$ cat config.mk
export PLATFORM = sky130hd
export DESIGN_NAME = syn_branch_predictor_flat
export DESIGN_NICKNAME = d
export VERILOG_FILES = /design/src/rtl/syn_branch_predictor_if.sv /design/src/rtl/syn_branch_predictor.sv /design/src/flat_wrapper.sv
export SDC_FILE = /design/constraint.sdc
export NUM_CORES = 1
export LEC_CHECK = 0
export BUFFER_PORTS_ARGS = -buffer_cell sky130_fd_sc_hd__buf_2
export CAP_MARGIN = 20
export CORE_MARGIN = 8
export CORE_UTILIZATION = 50
export CTS_CLUSTER_DIAMETER = 40
export DETAILED_ROUTE_END_ITERATION = 8
export GPL_TIMING_DRIVEN = 0
export MAX_ROUTING_LAYER = met4
export PLACE_DENSITY = 0.66
export SLEW_MARGIN = 30
export SYNTH_ARGS = -nofsm -noshare
export SYNTH_HDL_FRONTEND = slang
export SYNTH_SLANG_ARGS = --single-unit
$ cat constraint.sdc
create_clock -name clk -period 3.45 [get_ports clk]
set_input_delay 0.1725 -clock clk [delete_from_list [all_inputs] [get_ports clk]]
set_output_delay 0.1725 -clock clk [all_outputs]
set_load 0.02 [all_outputs]
$ cat src/rtl/syn_branch_predictor_if.sv
// Fetch/EX-side bus of the branch predictor: fetch lookup, EX resolution and pipeline control.
// Optional statistics outputs appear when BP_STATS_EN is defined.
`timescale 1ns/1ps
interface syn_branch_predictor_if #(parameter int ADDR_BIT = 10);
    logic                en;
    logic                stall;
    logic                flush;
    logic [ADDR_BIT-1:0] if_pc;
    logic [ADDR_BIT-1:0] pred_pc;
    logic                pred_taken;
    logic                ex_is_ctrl;
    logic                ex_taken;
    logic [ADDR_BIT-1:0] ex_target;
    logic                mispredict;
    logic [ADDR_BIT-1:0] recover_pc;
`ifdef BP_STATS_EN
    logic [31:0]         stat_branches;
    logic [31:0]         stat_mispredicts;
`endif

    modport master (
        output en, stall, flush, if_pc, ex_is_ctrl, ex_taken, ex_target,
        input  pred_pc, pred_taken, mispredict, recover_pc
`ifdef BP_STATS_EN
        , input stat_branches, stat_mispredicts
`endif
    );

    modport slave (
        input  en, stall, flush, if_pc, ex_is_ctrl, ex_taken, ex_target,
        output pred_pc, pred_taken, mispredict, recover_pc
`ifdef BP_STATS_EN
        , output stat_branches, stat_mispredicts
`endif
    );
endinterface

$ cat src/rtl/syn_branch_predictor.sv
// Direct-mapped BTB with 2-bit counters, IF/ID and ID/EX prediction tracking, EX-stage resolution.
// Optional feature macro: BP_STATS_EN (branch / mispredict statistics counters).
`timescale 1ns/1ps
module syn_branch_predictor #(
    parameter int ADDR_BIT = 10,
    parameter int IDX_BIT  = 4
) (
    input  logic                  clk,
    input  logic                  rst_n,
    syn_branch_predictor_if.slave bp
);
    localparam int TAG_BIT = ADDR_BIT - IDX_BIT;
    localparam int ENTRIES = 1 << IDX_BIT;
    localparam logic [ADDR_BIT-1:0] PC_ONE  = {{(ADDR_BIT-1){1'b0}}, 1'b1};
    localparam logic [ADDR_BIT-1:0] PC_ZERO = {ADDR_BIT{1'b0}};

    function automatic logic [1:0] ctr_inc(input logic [1:0] c);
        return (c == 2'b11) ? 2'b11 : c + 2'b01;
    endfunction

    function automatic logic [1:0] ctr_dec(input logic [1:0] c);
        return (c == 2'b00) ? 2'b00 : c - 2'b01;
    endfunction

    logic                valid_r  [ENTRIES];
    logic [TAG_BIT-1:0]  tag_r    [ENTRIES];
    logic [ADDR_BIT-1:0] target_r [ENTRIES];
    logic [1:0]          ctr_r    [ENTRIES];

    logic                s1_v_r, s2_v_r;
    logic [ADDR_BIT-1:0] s1_pc_r, s2_pc_r;
    logic                s1_pt_r, s2_pt_r;
    logic [ADDR_BIT-1:0] s1_ppc_r, s2_ppc_r;

    logic [IDX_BIT-1:0]  look_idx_s;
    logic                look_hit_s;
    logic                pred_taken_s;
    logic [ADDR_BIT-1:0] pred_pc_s;
    logic                act_taken_s;
    logic                mispredict_s;
    logic [ADDR_BIT-1:0] recover_pc_s;
    logic [IDX_BIT-1:0]  upd_idx_s;
    logic [TAG_BIT-1:0]  upd_tag_s;
    logic                upd_en_s;
    logic                upd_hit_s;

    // Fetch-side lookup against registered table contents
    always_comb begin
        look_idx_s   = bp.if_pc[IDX_BIT-1:0];
        look_hit_s   = valid_r[look_idx_s] && (tag_r[look_idx_s] == bp.if_pc[ADDR_BIT-1:IDX_BIT]);
        pred_taken_s = look_hit_s && ctr_r[look_idx_s][1];
        if (pred_taken_s) begin
            pred_pc_s = target_r[look_idx_s];
        end else begin
            pred_pc_s = bp.if_pc + PC_ONE;
        end
    end

    // EX-stage resolution of the prediction carried in the ID/EX slot
    always_comb begin
        act_taken_s  = bp.ex_is_ctrl && bp.ex_taken;
        mispredict_s = 1'b0;
        recover_pc_s = PC_ZERO;
        if (s2_v_r) begin
            mispredict_s = (s2_pt_r != act_taken_s) ||
                           (act_taken_s && (s2_ppc_r != bp.ex_target));
            recover_pc_s = act_taken_s ? bp.ex_target : (s2_pc_r + PC_ONE);
        end else begin
            mispredict_s = 1'b0;
            recover_pc_s = PC_ZERO;
        end
    end

    // Table write port addressed by the resolving instruction's PC
    always_comb begin
        upd_idx_s = s2_pc_r[IDX_BIT-1:0];
        upd_tag_s = s2_pc_r[ADDR_BIT-1:IDX_BIT];
        upd_en_s  = bp.en && s2_v_r && bp.ex_is_ctrl;
        upd_hit_s = valid_r[upd_idx_s] && (tag_r[upd_idx_s] == upd_tag_s);
    end

    assign bp.pred_taken = pred_taken_s;
    assign bp.pred_pc    = pred_pc_s;
    assign bp.mispredict = mispredict_s;
    assign bp.recover_pc = recover_pc_s;

    // BTB storage: counter training, target refresh, allocation on taken miss
    always_ff @(posedge clk) begin
        if (!rst_n) begin
            for (int i = 0; i < ENTRIES; i++) begin
                valid_r[i]  <= 1'b0;
                tag_r[i]    <= {TAG_BIT{1'b0}};
                target_r[i] <= PC_ZERO;
                ctr_r[i]    <= 2'b01;
            end
        end else if (upd_en_s) begin
            if (upd_hit_s) begin
                if (bp.ex_taken) begin
                    ctr_r[upd_idx_s]    <= ctr_inc(ctr_r[upd_idx_s]);
                    target_r[upd_idx_s] <= bp.ex_target;
                end else begin
                    ctr_r[upd_idx_s]    <= ctr_dec(ctr_r[upd_idx_s]);
                end
            end else if (bp.ex_taken) begin
                valid_r[upd_idx_s]  <= 1'b1;
                tag_r[upd_idx_s]    <= upd_tag_s;
                target_r[upd_idx_s] <= bp.ex_target;
                ctr_r[upd_idx_s]    <= 2'b10;
            end
        end
    end

    // IF/ID and ID/EX prediction tracking slots
    always_ff @(posedge clk) begin
        if (!rst_n) begin
            s1_v_r   <= 1'b0;
            s1_pc_r  <= PC_ZERO;
            s1_pt_r  <= 1'b0;
            s1_ppc_r <= PC_ZERO;
            s2_v_r   <= 1'b0;
            s2_pc_r  <= PC_ZERO;
            s2_pt_r  <= 1'b0;
            s2_ppc_r <= PC_ZERO;
        end else if (bp.en) begin
            if (mispredict_s || bp.flush) begin
                s1_v_r <= 1'b0;
                s2_v_r <= 1'b0;
            end else if (bp.stall) begin
                s2_v_r <= 1'b0;
            end else begin
                s1_v_r   <= 1'b1;
                s1_pc_r  <= bp.if_pc;
                s1_pt_r  <= pred_taken_s;
                s1_ppc_r <= pred_pc_s;
                s2_v_r   <= s1_v_r;
                s2_pc_r  <= s1_pc_r;
                s2_pt_r  <= s1_pt_r;
                s2_ppc_r <= s1_ppc_r;
            end
        end
    end

`ifdef BP_STATS_EN
    logic [31:0] stat_br_r, stat_mp_r;

    // Saturating resolution statistics
    always_ff @(posedge clk) begin
        if (!rst_n) begin
            stat_br_r <= 32'h0000_0000;
            stat_mp_r <= 32'h0000_0000;
        end else if (bp.en) begin
            if (s2_v_r && bp.ex_is_ctrl && (stat_br_r != 32'hFFFF_FFFF)) begin
                stat_br_r <= stat_br_r + 32'h0000_0001;
            end
            if (mispredict_s && (stat_mp_r != 32'hFFFF_FFFF)) begin
                stat_mp_r <= stat_mp_r + 32'h0000_0001;
            end
        end
    end

    assign bp.stat_branches    = stat_br_r;
    assign bp.stat_mispredicts = stat_mp_r;
`endif
endmodule
$ cat src/flat_wrapper.sv
// flat-port wrapper written by rule: the top's interface ports become plain ports
module syn_branch_predictor_flat 
#(
    parameter int ADDR_BIT = 10,
    parameter int IDX_BIT  = 4
)
  (clk, rst_n, bp_en, bp_stall, bp_flush, bp_if_pc, bp_ex_is_ctrl, bp_ex_taken, bp_ex_target, bp_pred_pc, bp_pred_taken, bp_mispredict, bp_recover_pc);
  syn_branch_predictor_if #(.ADDR_BIT(ADDR_BIT)) bp_i ();
  input  logic clk;
  input  logic rst_n;
  input wire logic [$bits(bp_i.en)-1:0] bp_en;
  input wire logic [$bits(bp_i.stall)-1:0] bp_stall;
  input wire logic [$bits(bp_i.flush)-1:0] bp_flush;
  input wire logic [$bits(bp_i.if_pc)-1:0] bp_if_pc;
  input wire logic [$bits(bp_i.ex_is_ctrl)-1:0] bp_ex_is_ctrl;
  input wire logic [$bits(bp_i.ex_taken)-1:0] bp_ex_taken;
  input wire logic [$bits(bp_i.ex_target)-1:0] bp_ex_target;
  output wire logic [$bits(bp_i.pred_pc)-1:0] bp_pred_pc;
  output wire logic [$bits(bp_i.pred_taken)-1:0] bp_pred_taken;
  output wire logic [$bits(bp_i.mispredict)-1:0] bp_mispredict;
  output wire logic [$bits(bp_i.recover_pc)-1:0] bp_recover_pc;
  assign bp_i.en = bp_en;
  assign bp_i.stall = bp_stall;
  assign bp_i.flush = bp_flush;
  assign bp_i.if_pc = bp_if_pc;
  assign bp_i.ex_is_ctrl = bp_ex_is_ctrl;
  assign bp_i.ex_taken = bp_ex_taken;
  assign bp_i.ex_target = bp_ex_target;
  assign bp_pred_pc = bp_i.pred_pc;
  assign bp_pred_taken = bp_i.pred_taken;
  assign bp_mispredict = bp_i.mispredict;
  assign bp_recover_pc = bp_i.recover_pc;
  syn_branch_predictor #(.ADDR_BIT(ADDR_BIT), .IDX_BIT(IDX_BIT)) u_core (.clk(clk), .rst_n(rst_n), .bp(bp_i));
endmodule
# [Word level (Yosys, flattened, before mapping)]
# Memories as Yosys holds them, arrays and structs flattened. A register that Yosys moved wholly into a read port is not among the register bits.
# Index checks and enable logic that the tools add are counted.
[totals] inputBits=27 mem_bits_rw=304 register_bits=44 elab_cells=89 n_memories=4 output_inout_bits=22
[classes] mux=46 addsub=4 n_eq_ne=6 bitwise=5 reduce_logical=16
[mem_list] name="u_core.target_r" depth=16 width=10 rd=1 rd_ports_with_merged_regs=0 wr=16 line="syn_branch_predictor.sv:27" text="logic [ADDR_BIT-1:0] target_r [ENTRIES];"
[mem_list] name="u_core.tag_r" depth=16 width=6 rd=2 rd_ports_with_merged_regs=1 wr=16 line="syn_branch_predictor.sv:26" text="logic [TAG_BIT-1:0] tag_r [ENTRIES];"
[mem_list] name="u_core.ctr_r" depth=16 width=2 rd=2 rd_ports_with_merged_regs=1 wr=16 line="syn_branch_predictor.sv:28" text="logic [1:0] ctr_r [ENTRIES];"
[mem_list] name="u_core.valid_r" depth=16 width=1 rd=2 rd_ports_with_merged_regs=1 wr=16 line="syn_branch_predictor.sv:25" text="logic valid_r [ENTRIES];"
[op_table] operator="$mux W10" count=5
[op_table] operator="$mux W4" count=10
[op_table] operator="$mux W1" count=25
[op_table] operator="$add A10 B1 Y10 const B" count=2
[op_table] operator="$eq A6 B6 Y1" count=2
[op_table] operator="$mux W2" count=5
[op_table] operator="$ne A10 B10 Y1" count=1
[op_table] operator="$reduce_or A10 Y1" count=1
[op_table] operator="$logic_and A1 B1 Y1" count=7
[op_table] operator="$mux W6" count=1
[op_table] operator="$reduce_or A6 Y1" count=1
[op_table] operator="$or A1 B1 Y1" count=3
[op_table] operator="$reduce_and A3 Y1" count=1
[op_table] operator="$add A2 B1 Y2 const B" count=1
[op_table] operator="$eq A2 B2 Y1 const B" count=1
[op_table] operator="$logic_not A2 Y1" count=1
[op_table] operator="$logic_or A1 B1 Y1" count=2
[op_table] operator="$ne A2 B1 Y1 const B" count=1
[op_table] operator="$not A1 Y1" count=2
[op_table] operator="$reduce_and A2 Y1" count=1
[op_table] operator="$reduce_or A2 Y1" count=1
[op_table] operator="$sub A2 B1 Y2 const B" count=1
[op_table] operator="$ne A1 B1 Y1" count=1
[op_table] operator="$reduce_or A1 Y1" count=1

# [Depth between registers and ports, before layout]
[logic_depth] depth_word=10 depth_mapped=13 mapped_depth_nobuf=8

# [Worst setup path before layout]
# No wires, ideal clock.
[synth_timing] kind="flip-flop to flip-flop" from="register (tool-made name)" to="memory u_core.ctr_r[6][1] (data pin)" period_less_slack_ns=3.064 arrival_time_ns=2.799 setup_slack_ns=0.386 setup_time_ns=0.265 stages_incl_launch_ff=13 t_required_ns=3.185 n_path_buf=4 cell_sequence="dfxtp_1 -> buf_2 -> buf_4 -> buf_2 -> mux4_2 -> mux2i_1 -> nand2_1 -> o21ai_0 -> inv_1 -> maj3_1 -> o32ai_4 -> buf_6 -> nor3_1"
[synth_lines] element="end: declaration" line="syn_branch_predictor.sv:28"

==> summary.txt <==
Synth
  – Post-Syn Area: 17800 µm²
  – Synth area leaders: edfxtp_1 48%, mux4_2 14%, dfxtp_1 7.2%
  – Synth async-reset ratio: 0%
  – Register area share after synthesis: 55.6%
  – Syn_area_per_cell: 12.9 µm²
  – Unique masters post-synth: 58
  – Ys flop type: edfxtp_1
  – Post-synth top area share: 48.5%
  – Synthesized Nets: 1417
  – Number of flops mapped to enable cells by yosys: 288
  – Post-synthesis cell count: 1385
  – Number of synthesized register bits: 352
  – Post-synth top area cell: edfxtp_1
  – Synthesis Warnings: 0

Place
  – I/O Buffers: 36
  – Dpl cells: 1889
  – GPL Wtd Cong: 0.921
  – Setup WS pre-CTS: -0.979 ns
  – Hpwl dp: 39200 µm

Detailed routing
  – DR vias: 12573
  – Drt pass-1 iters: 6
  – Final WL: 54800 µm
  – Wire per inst: 27.4 µm
  – Drt initial violations: 1317
  – Drt drc: 0
  – Antenna viol nets, final: 0
  – Via/cell ratio: 6.29

Clock network
  – CTS tree: done
  – H-tree depth: 2
  – CTS max path bufs: 3
  – Clock Pin Slew Worst Setup and Hold Paths: 0.06 ns
  – Cts bufs inserted: 48
  – Clk sinks: 352
  – Worst-Skew Late Latency: 0.59 ns
  – Root Buffer: clkbuf_16

Setup path
  – Worst R2R End: u_core.tag_r[6][0]
  – Worst path cell trace: mux4_2 > a22o_1 > a221oi_4 > xnor2_1 > nor2_1 > o2111a_1 > buf_6 > buf_12 > mux2_4 > buf_6
  – Crit path DAT: 3.33 ns
  – CP required: 3.28 ns
  – Most frequent CP cell: buf_6
  – Crit-path leading delay family: multiplexers
  – Crit. Startpoint: u_core.tag_r[11][1]
  – CP peak stage delay: 0.53 ns
  – Crit path max fanout: 4
  – End of the critical path: bp_pred_pc[1]
  – Critical path class: flip-flop to primary output
  – Flop2flop setup slack: 0.09 ns
  – Worst path bufs/invs: 3
  – Crit path launch type: flip-flop
  – R2R cell count: 11
  – WP depth: 10
  – CP max stage cell: mux4_2
  – Critical Path Sink Type: primary output

GRT
  – Largest net degree at the start of global routing: 15
  – Vias in the first global route: 12537
  – Total Routing Usage GR: 26.7%
  – Global route total overflow: 0
  – Initial antenna violation count: 1
  – First-pass GRT wire length: 80200 µm

Outcome
  – Violated checks: negative setup slack
  – Outcome: finished with violations

Pwr
  – Cell-internal power: 0.00829 W
  – Max IR drop VDD: 0.431 mV
  – Sw frac: 23.6%
  – Comb power frac: 6.8%
  – Power Total: 0.0109 W
  – NetSw: 0.00256 W
  – Clk pwr share: 49.4%
  – Pwr Density: 512 nW/µm²
  – Leak pwr: 7.90 nW
  – Seq pwr share: 43.9%

Layout
  – Nets: 1528
  – Area Growth Syn to Fin: 18.7%
  – Fraction of layout cells with a size suffix above 1: 25.0%
  – Non-filler cells in the finished layout: 1998

STA
  – RSZ-0062 raised after global routing: true
  – TNS Setup: -0.360 ns
  – Max Fclk: 0.285 GHz
  – Final period util: 102%
  – Slew margin rel.: 30.7%
  – Worst Skew: 0.0291 ns
  – Post-layout min period: 3.51 ns
  – Final Max Tran Viols: 0
  – Worst Max-Slew Pin Slew: 1.04 ns
  – Fin. Hold Viols: 0
  – Worst setup margin: -0.0559 ns
  – Final setup fails: 10
  – WHS: 0.0417 ns

Die
  – I/O pin cnt: 49
  – Starting Density: 50.4%
  – Row count: 69
  – Core ar.: 35400 µm²
  – Die height: 205 µm
  – Die W: 205 µm
  – Die area: 42000 µm²

Job
  – # Max-Cap Violations: 0

Worst hold path
  – Worst hold path class: primary input to flip-flop
power groups by stage:
stage	Clock (W)	Combinational (W)	Sequential, W
2_1_floorplan	0	0.000416	0.00482
3_3_place_gp	0	0.000641	0.00484
3_5_place_dp	0	0.000662	0.00484
4_1_cts	0.00537	0.000711	0.00476
5_1_grt	0.00554	0.000769	0.00477
6_report	0.00536	0.000733	0.00476
per-stage QoR:
step | instance area, µm² | utilization (%)
finish | 21200 | 59.9
detailed placement | 18700 | 53.0
global placement | 18600 | 52.6
global route | 21200 | 59.9
CTS | 21000 | 59.3
floorplan | 17800 | -
per-layer routing:
| layer | global-route usage (%) | up-vias | share of wire [%] | routed length, µm |
|---|---|---|---|---|
| met5 | - | - | 0 | 0 |
| li1 | - | 5380 | - | - |
| met1 | 33.2 | 6313 | 39 | 21300 |
| met4 | 10.7 | 0 | 4.1 | 2230 |
| met2 | 41.9 | 724 | 48 | 26000 |
| met3 | 6.15 | 156 | 9.6 | 5240 |
cells in the mapped netlist (3+ instances only):
library cell	count
mux2_2	12
a22oi_1	4
a31oi_1	4
o211a_1	11
inv_1	11
xnor2_1	17
o21ai_1	7
buf_4	3
xor2_1	24
o211ai_1	11
mux2i_1	23
clkbuf_1	98
dfxtp_1	64
nand2b_1	22
nor2b_1	7
edfxtp_1	288
and3_1	103
buf_6	6
buf_1	9
nor3_2	13
and2_1	164
a21o_1	16
nor3_1	21
mux4_2	107
nand2_1	122
nand3_1	26
nand4_1	28
a21oi_1	38
ha_1	5
o21ai_0	30
buf_2	26
nor4_1	4
a211oi_1	3
nor2_1	26
worst reg2reg max path, stage by stage, from the launching register on:
cell and delay, ns:
dfxtp_2 0.37, buf_12 0.17, buf_4 0.23, mux4_2 0.51
mux2i_1 0.22, mux2i_1 0.12, xnor2_1 0.24, a21oi_2 0.13
and2_1 0.18, buf_6 0.15, nor3_1 0.38, nand2b_2 0.34
layout make-up:
class	count	area, µm²
Clock inverter	36	498
Inverter	12	45.0
Buffer	140	731
Timing Repair Buffer	63	524
Tap cell	461	577
Sequential cell	352	9930
Clock buffer	54	1270
Fill cell	2779	14200
Multi-Input combinational cell	879	7610
Antenna cell	1	2.50
flip-flops by register name (all words and copies together) (netlist names), named ones only:
signal,cells
u_core.ctr_r,32
u_core.s1_pc_r,10
u_core.s1_ppc_r,10
u_core.s1_pt_r,1
u_core.s1_v_r,1
u_core.s2_pc_r,10
u_core.s2_ppc_r,10
u_core.s2_pt_r,1
u_core.s2_v_r,1
u_core.tag_r,96
u_core.target_r,160
u_core.valid_r,16
cell usage in the layout, fill, tap and decap left out, types with 16 or more instances in the layout:
cell type,instances
clkbuf_1,93
and2_1,164
buf_4,27
mux4_2,107
xor2_1,21
xnor2_1,17
nor2_1,25
clkbuf_16,50
nand4_1,28
a21oi_1,37
a21o_1,16
dfxtp_1,62
nand2_1,121
edfxtp_1,288
mux2i_1,20
nor3_2,20
and3_1,103
nand3_1,26
o21ai_2,21
buf_6,32
buf_2,31
cells by family after synthesis:
group | count (synthesis) | synth area share (%)
adder cells (fa/ha/maj) | 6 | 0.407
multiplexers | 142 | 15.5
AO/OA/AOI/OAI | 142 | 5.41
buffers and inverters | 154 | 3.74
flip-flops | 352 | 55.6
AND/OR/NAND/NOR | 548 | 17.2
XOR/XNOR | 41 | 2.01
worst min path at each step:
| stage | slack (ns) | to | from | cells after the start |
|---|---|---|---|---|
| final | 0.04 | u_core.s1_pc_r[4] | bp_if_pc[4] | 3 |
| after CTS | 0.02 | u_core.s1_pc_r[4] | bp_if_pc[4] | 3 |
| after detailed placement | 0.41 | u_core.s1_v_r | bp_en | 2 |
| after global placement | 0.40 | u_core.s1_v_r | bp_en | 2 |
| after global routing | 0.09 | u_core.s1_pc_r[4] | bp_if_pc[4] | 3 |
| after floorplan | 0.26 | u_core.s1_v_r | bp_en | 1 |
repair_timing:
item / 4_1_cts / 5_1_grt
buffers inserted: 7 / 6
hold buffers: 7 / 0
endpoints found under the hold margin: 7 / 0
resized for setup: 95 / 49
endpoints found under the setup margin: 253 / 194
pin swaps: 6 / 4
No activity file was read; power rests on OpenSTA's default activity.
